$ cat src/rtl/regfile_pkg.sv
// Shared definitions for the 8x8 register file and its dump reader.
package regfile_pkg;

  localparam int REG_DATA_WIDTH = 8;
  localparam int REG_ADDR_WIDTH = 3;
  localparam int REG_COUNT      = 8;

  // Also decoded by the controller's debug stall logic, so the encoding is fixed.
  typedef enum logic [2:0] {
    IDLE  = 3'd0,
    FETCH = 3'd1,
    SEND  = 3'd2,
    CHECK = 3'd3,
    DONE  = 3'd4
  } dump_state_t;

  // Running byte checksum: addition modulo 2**REG_DATA_WIDTH.
  function automatic logic [REG_DATA_WIDTH-1:0] sum_add(
    input logic [REG_DATA_WIDTH-1:0] acc,
    input logic [REG_DATA_WIDTH-1:0] val
  );
    return acc + val;
  endfunction

endpackage

$ cat src/rtl/regfile_dump_reader_if.sv
// Valid/ready byte stream carrying register dump beats (value, address, last flag).
interface regfile_dump_reader_if
  import regfile_pkg::*;
#(
  parameter int DATA_WIDTH = REG_DATA_WIDTH,
  parameter int ADDR_WIDTH = REG_ADDR_WIDTH
) ();

  logic                  out_valid;
  logic                  out_ready;
  logic [DATA_WIDTH-1:0] out_data;
  logic [ADDR_WIDTH-1:0] out_addr;
  logic                  out_last;

  modport master (
    output out_valid, out_data, out_addr, out_last,
    input  out_ready
  );

  modport slave (
    input  out_valid, out_data, out_addr, out_last,
    output out_ready
  );

endinterface

$ cat src/rtl/regfile_dump_reader.sv
// Sweeps register file read port 1 over all addresses and streams each value.
// Optional DUMP_CHECKSUM_EN appends a modulo-256 checksum beat after the registers.
module regfile_dump_reader
  import regfile_pkg::*;
#(
  parameter int DATA_WIDTH = REG_DATA_WIDTH,
  parameter int ADDR_WIDTH = REG_ADDR_WIDTH,
  parameter int NUM_REGS   = REG_COUNT
) (
  input  logic                  clk,
  input  logic                  reset,
  input  logic                  start,
  output logic [ADDR_WIDTH-1:0] rd_addr,
  input  logic [DATA_WIDTH-1:0] rd_data,
  output logic                  busy,
  output logic                  done,
  regfile_dump_reader_if.master strm
);

  localparam logic [ADDR_WIDTH-1:0] LAST_ADDR = ADDR_WIDTH'(NUM_REGS - 1);
  localparam logic [ADDR_WIDTH-1:0] ADDR_ZERO = {ADDR_WIDTH{1'b0}};
  localparam logic [ADDR_WIDTH-1:0] ADDR_ONE  = {{(ADDR_WIDTH-1){1'b0}}, 1'b1};
  localparam logic [DATA_WIDTH-1:0] DATA_ZERO = {DATA_WIDTH{1'b0}};

  dump_state_t           state_q, state_d;
  logic [ADDR_WIDTH-1:0] rd_addr_q, rd_addr_d;
  logic                  out_valid_q, out_valid_d;
  logic [DATA_WIDTH-1:0] out_data_q, out_data_d;
  logic [ADDR_WIDTH-1:0] out_addr_q, out_addr_d;
  logic                  out_last_q, out_last_d;
  logic                  busy_q, busy_d;
  logic                  done_q, done_d;
  logic                  hs_s;
`ifdef DUMP_CHECKSUM_EN
  logic [DATA_WIDTH-1:0] sum_q, sum_d;
`endif

  assign hs_s = out_valid_q && strm.out_ready;

  // Next-state and next-output logic for the dump sequencer.
  always_comb begin
    state_d     = state_q;
    rd_addr_d   = rd_addr_q;
    out_valid_d = out_valid_q;
    out_data_d  = out_data_q;
    out_addr_d  = out_addr_q;
    out_last_d  = out_last_q;
    busy_d      = busy_q;
    done_d      = 1'b0;
`ifdef DUMP_CHECKSUM_EN
    sum_d       = sum_q;
`endif
    case (state_q)
      IDLE: begin
        if (start) begin
          state_d   = FETCH;
          rd_addr_d = ADDR_ZERO;
          busy_d    = 1'b1;
`ifdef DUMP_CHECKSUM_EN
          sum_d     = DATA_ZERO;
`endif
        end else begin
          state_d = IDLE;
        end
      end
      FETCH: begin
        // rd_addr has been stable for the whole cycle, so RD1 is settled.
        out_data_d  = rd_data;
        out_addr_d  = rd_addr_q;
        out_valid_d = 1'b1;
`ifdef DUMP_CHECKSUM_EN
        out_last_d  = 1'b0;
        sum_d       = sum_add(sum_q, rd_data);
`else
        out_last_d  = (rd_addr_q == LAST_ADDR);
`endif
        state_d     = SEND;
      end
      SEND: begin
        if (hs_s) begin
          out_valid_d = 1'b0;
          out_last_d  = 1'b0;
          if (rd_addr_q == LAST_ADDR) begin
`ifdef DUMP_CHECKSUM_EN
            state_d     = CHECK;
            out_valid_d = 1'b1;
            out_data_d  = sum_q;
            out_addr_d  = ADDR_ZERO;
            out_last_d  = 1'b1;
`else
            state_d = DONE;
            done_d  = 1'b1;
            busy_d  = 1'b0;
`endif
          end else begin
            rd_addr_d = rd_addr_q + ADDR_ONE;
            state_d   = FETCH;
          end
        end else begin
          state_d = SEND;
        end
      end
`ifdef DUMP_CHECKSUM_EN
      CHECK: begin
        if (hs_s) begin
          out_valid_d = 1'b0;
          out_last_d  = 1'b0;
          state_d     = DONE;
          done_d      = 1'b1;
          busy_d      = 1'b0;
        end else begin
          state_d = CHECK;
        end
      end
`endif
      DONE: begin
        state_d = IDLE;
      end
      default: begin
        state_d     = IDLE;
        rd_addr_d   = ADDR_ZERO;
        out_valid_d = 1'b0;
        out_data_d  = DATA_ZERO;
        out_addr_d  = ADDR_ZERO;
        out_last_d  = 1'b0;
        busy_d      = 1'b0;
      end
    endcase
  end

  // State and output registers with synchronous reset.
  always_ff @(posedge clk) begin
    if (reset) begin
      state_q     <= IDLE;
      rd_addr_q   <= ADDR_ZERO;
      out_valid_q <= 1'b0;
      out_data_q  <= DATA_ZERO;
      out_addr_q  <= ADDR_ZERO;
      out_last_q  <= 1'b0;
      busy_q      <= 1'b0;
      done_q      <= 1'b0;
`ifdef DUMP_CHECKSUM_EN
      sum_q       <= DATA_ZERO;
`endif
    end else begin
      state_q     <= state_d;
      rd_addr_q   <= rd_addr_d;
      out_valid_q <= out_valid_d;
      out_data_q  <= out_data_d;
      out_addr_q  <= out_addr_d;
      out_last_q  <= out_last_d;
      busy_q      <= busy_d;
      done_q      <= done_d;
`ifdef DUMP_CHECKSUM_EN
      sum_q       <= sum_d;
`endif
    end
  end

  assign rd_addr        = rd_addr_q;
  assign busy           = busy_q;
  assign done           = done_q;
  assign strm.out_valid = out_valid_q;
  assign strm.out_data  = out_data_q;
  assign strm.out_addr  = out_addr_q;
  assign strm.out_last  = out_last_q;

endmodule

$ cat src/flat_wrapper.sv
// flat-port wrapper written by rule: the top's interface ports become plain ports
module regfile_dump_reader_flat import regfile_pkg::*;
#(
  parameter int DATA_WIDTH = REG_DATA_WIDTH,
  parameter int ADDR_WIDTH = REG_ADDR_WIDTH,
  parameter int NUM_REGS   = REG_COUNT
)
  (clk, reset, start, rd_addr, rd_data, busy, done, strm_out_valid, strm_out_data, strm_out_addr, strm_out_last, strm_out_ready);
  regfile_dump_reader_if #(.DATA_WIDTH(DATA_WIDTH), .ADDR_WIDTH(ADDR_WIDTH)) strm_i ();
  input  logic clk;
  input  logic reset;
  input  logic start;
  output logic [ADDR_WIDTH-1:0] rd_addr;
  input  logic [DATA_WIDTH-1:0] rd_data;
  output logic busy;
  output logic done;
  output wire logic [$bits(strm_i.out_valid)-1:0] strm_out_valid;
  output wire logic [$bits(strm_i.out_data)-1:0] strm_out_data;
  output wire logic [$bits(strm_i.out_addr)-1:0] strm_out_addr;
  output wire logic [$bits(strm_i.out_last)-1:0] strm_out_last;
  input wire logic [$bits(strm_i.out_ready)-1:0] strm_out_ready;
  assign strm_out_valid = strm_i.out_valid;
  assign strm_out_data = strm_i.out_data;
  assign strm_out_addr = strm_i.out_addr;
  assign strm_out_last = strm_i.out_last;
  assign strm_i.out_ready = strm_out_ready;
  regfile_dump_reader #(.DATA_WIDTH(DATA_WIDTH), .ADDR_WIDTH(ADDR_WIDTH), .NUM_REGS(NUM_REGS)) u_core (.clk(clk), .reset(reset), .start(start), .rd_addr(rd_addr), .rd_data(rd_data), .busy(busy), .done(done), .strm(strm_i));
endmodule
$ cat config.mk
export PLATFORM = sky130hd
export DESIGN_NAME = regfile_dump_reader_flat
export DESIGN_NICKNAME = d
export VERILOG_FILES = /design/src/rtl/regfile_pkg.sv /design/src/rtl/regfile_dump_reader_if.sv /design/src/rtl/regfile_dump_reader.sv /design/src/flat_wrapper.sv
export SDC_FILE = /design/constraint.sdc
export NUM_CORES = 1
export LEC_CHECK = 0
export BUFFER_PORTS_ARGS = -buffer_cell sky130_fd_sc_hd__buf_2
export CAP_MARGIN = 20
export CORE_MARGIN = 8
export CORE_UTILIZATION = 48
export DETAILED_ROUTE_END_ITERATION = 16
export PLACE_DENSITY_LB_ADDON = 0.15
export SETUP_SLACK_MARGIN = 0.3
export SYNTH_ARGS = -nofsm -noshare
export SYNTH_HDL_FRONTEND = slang
export SYNTH_SLANG_ARGS = --single-unit
$ cat constraint.sdc
create_clock -name clk -period 1.8 [get_ports clk]
set_clock_uncertainty 0.1 [all_clocks]
set_input_delay 0.09 -clock clk [delete_from_list [all_inputs] [get_ports clk]]
set_output_delay 0.09 -clock clk [all_outputs]
set_load 0.02 [all_outputs]
==> metrics.csv <==
stage,metric,value,unit
place,placed insts,143,
detailed_routing,met1 WL,925,µm
detailed_routing,DR vias,777,
global_route,vias in the first global route,734,
finish,final instance area,1200,µm²
worst_setup_path,Reg2Reg Capture Point,u_core.busy$_SDFFE_PP0P_,
worst_setup_path,R2R depth,6,
synth,Post-Syn Area,910.9,µm²
worst_setup_path,Worst EP required,1.90,ns
clock_tree,CTS tree,done,
detailed_routing,Iter 0 DRT Violations,7,
finish,ANT cells,0,
hold_path,worst hold endpoint,u_core.strm.out_data[0]$_SDFFE_PP0N_,
synth,Syn Nets,110,
detailed_routing,met2 WL,942,µm
synth,most frequent cell after synthesis,dfxtp_1,
power_and_ir_drop,Worst VDD drop,0.3766,mV
place,area post-placement,1050,µm²
global_route,largest net degree at the start of global routing,24,
detailed_routing,Final ANT Viol Nets,0,
synth,async set-or-reset flop fraction in the synthesized netlist,0,%
outcome,status,"complete, no violations",
global_route,Tot GR Track Use,11.89,%
floorplanning,die height,59.56,µm
worst_setup_path,Startpoint Class,flop,
timing,maximum clock frequency,0.6843,GHz
timing,worst slew pin tran,0.4697,ns
timing,RSZ-0062 raised after global routing,true,
clock_tree,CTS Root Cell,clkbuf_4,
finish,share of cells above drive strength 1,38.46,%
clock_tree,clock sink total,21,
synth,Post-synth top cells,"dfxtp_1 (21), nor2_1 (17), a22oi_1 (12), a21oi_1 (5), nand2b_1 (5)",
synth,post-synthesis sequential area ratio,46.15,%
detailed_routing,total wire length,2015,µm
synth,Yosys top cell area share,46.15,%
hold_path,hold path start,reset,
floorplanning,Initial Util,51.63,%
floorplanning,Die Width,59.56,µm
hold_path,Hold Path Cell Cnt,2,
synth,Area contributors post-synth,"dfxtp_1 (46%), a22oi_1 (9.9%), nor2_1 (7.0%)",
timing,Final period util,81.19,%
timing,Final Max Slew Viols,0,
synth,Cells after Synth,95,
timing,final hold vios,0,
place,# port buffers,29,
finish,nets,146,
detailed_routing,first-pass iteration count of the detailed router,4,
floorplanning,FP Rows,15,
synth,Ys Warns,0,
finish,Area Growth Syn to Fin,31.73,%
place,GP Congestion,0.7246,
worst_setup_path,Worst setup EP type,flop,
synth,Yosys cell types,25,
clock_tree,Clock transition at path regs,0.12,ns
timing,Final Critical Period,1.461,ns
detailed_routing,number of vias per cell,5.013,
synth,ys flop type,dfxtp_1,
hold_path,worst min path class,primary input to flop,
floorplanning,area of the core,1764,µm²
timing,Min Hold Slack,0.07882,ns
detailed_routing,# DRC,0,
clock_tree,Max clock buf depth,2,
place,half-perimeter wire length after placement,1444,µm
global_route,global route overflow,0,
finish,Post-Layout Cell Count,155,
worst_setup_path,Worst Setup Path Type,flop to flop,
timing,setup tns final,0,ns
detailed_routing,max layer used,met4,
worst_setup_path,FF-to-FF setup slack,0.34,ns
synth,"area leader, netlist",dfxtp_1,
flow_run,# Max-Cap Violations,0,
clock_tree,htree depth,1,
timing,max_slew headroom,68.68,%
clock_tree,Post-CTS Setup Inserts,0,
worst_setup_path,crit-path max FO,5,
global_route,first-pass GRT wire length,3318,µm
synth,mean cell area of the mapped netlist,9.588,µm²
worst_setup_path,worst path arrival time,1.56,ns
synth,"FF+latch count, synth",21,
timing,final setup violation count,0,
detailed_routing,WL met3,112,µm
synth,number of synthesized flops with an enable pin,0,
global_route,initial antenna violation count,0,
floorplanning,die area,3547,µm²
power_and_ir_drop,P_leak,0.0005182,µW
clock_tree,TritonCTS Buffers,3,
detailed_routing,WL/cell,13.00,µm
clock_tree,worst skew pair latency,0.30,ns
power_and_ir_drop,Pwr Density,714.5,nW/µm²
floorplanning,IO Pins,30,
worst_setup_path,reg2reg start,u_core.rd_addr[0]$_SDFFE_PP0P_,
-- worst max-delay path, stage by stage (launching register included) --
cell	delay [ns]
dfxtp_4	0.40
ha_2	0.23
ha_4	0.15
nor2_1	0.04
mux2_2	0.26
a21oi_1	0.10
o21ai_0	0.09
-- state kept, by name, summed over array words and instances, names as in the netlist --
register	count
u_core.strm.out_addr	3
u_core.state_q	3
u_core.busy	1
u_core.rd_addr	3
u_core.strm.out_valid	1
u_core.done	1
u_core.strm.out_data	8
u_core.strm.out_last	1
-- worst max path at each step --
stage,slack [ns],depth (start not counted),from,endpoint
2_1_floorplan,0.34,5,u_core.rd_addr[0]$_SDFFE_PP0P_,u_core.rd_addr[0]$_SDFFE_PP0P_
3_3_place_gp,0.26,3,u_core.state_q[2]$_SDFF_PP0_,u_core.strm.out_data[1]$_SDFFE_PP0N_
3_5_place_dp,0.17,3,u_core.state_q[2]$_SDFF_PP0_,u_core.strm.out_data[7]$_SDFFE_PP0N_
4_1_cts,0.31,6,u_core.rd_addr[0]$_SDFFE_PP0P_,u_core.busy$_SDFFE_PP0P_
5_1_grt,0.26,6,u_core.rd_addr[0]$_SDFFE_PP0P_,u_core.busy$_SDFFE_PP0P_
6_report,0.34,6,u_core.rd_addr[0]$_SDFFE_PP0P_,u_core.busy$_SDFFE_PP0P_
-- cell type report --
cell class / instances / area, µm²
Fill cell: 160 / 564.3
Multi-Input combinational cell: 66 / 475.5
Sequential cell: 21 / 429.2
Timing Repair Buffer: 38 / 232.7
Tap cell: 25 / 31.28
Clock buffer: 3 / 22.52
Clock inverter: 1 / 5.005
Inverter: 1 / 3.754
-- power breakdown --
group,switching (µW),internal [µW]
clock network,144,82.7
registers,17.3,481
logic,69.8,62.9
total,231,627
-- per-layer routing --
metal  GRT usage, %  vias to the layer above
li1               -                      402
met1          13.70                      351
met2          19.41                       20
met3          3.905                        4
met4          5.102                        0
met5              0                        -
-- cell families after synthesis --
| group | synth area share [%] |
|---|---|
| flip-flops | 46.15 |
| buffers and inverters | 5.631 |
| AO/OA/AOI/OAI | 19.09 |
| adder cells (fa/ha/maj) | 4.121 |
| AND/OR/NAND/NOR | 23.76 |
| multiplexers | 1.236 |
-- cell usage in the layout, fill, tap and decap left out --
cell type      Yosys  final
a22oi_1           12     12
nor2_4             0      1
nor4b_2            1      1
dfxtp_1           21     16
a21o_1             2      2
nand3_1            1      1
a21oi_2            0      1
nor2_2             2      1
clkbuf_4           0      3
and2_1             3      3
nor3b_4            2      2
inv_1              1      1
dfxtp_2            0      4
mux2_2             1      1
nor2_1            17     17
nand2_1            1      1
dfxtp_4            0      1
a21oi_1            5      4
a211oi_2           1      1
dlygate4sd3_1      0      8
nor4_1             1      1
buf_4              3      1
nand3b_1           3      3
clkinv_2           0      1
ha_2               0      1
nand2b_1           5      5
o21ai_1            3      3
o22ai_1            1      1
ha_4               0      2
buf_2              2     29
o21ai_0            2      2
-- metrics by stage --
stage | power, µW | util, % | worst slack (ns)
2_1_floorplan | 594.9 | - | 0.3429
3_3_place_gp | 625.1 | 59.50 | 0.2593
3_5_place_dp | 628.1 | 59.50 | 0.1728
4_1_cts | 866.9 | 66.17 | 0.3069
5_1_grt | 901.7 | 68.01 | 0.2584
6_report | 857.3 | 68.01 | 0.3386
-- timing repair --
item,in CTS,in global routing
hold buffers,8,0
resized for setup,4,7
setup endpoints to repair,13,12
hold endpoints to repair,8,0
No activity file was read; power rests on OpenSTA's default activity.
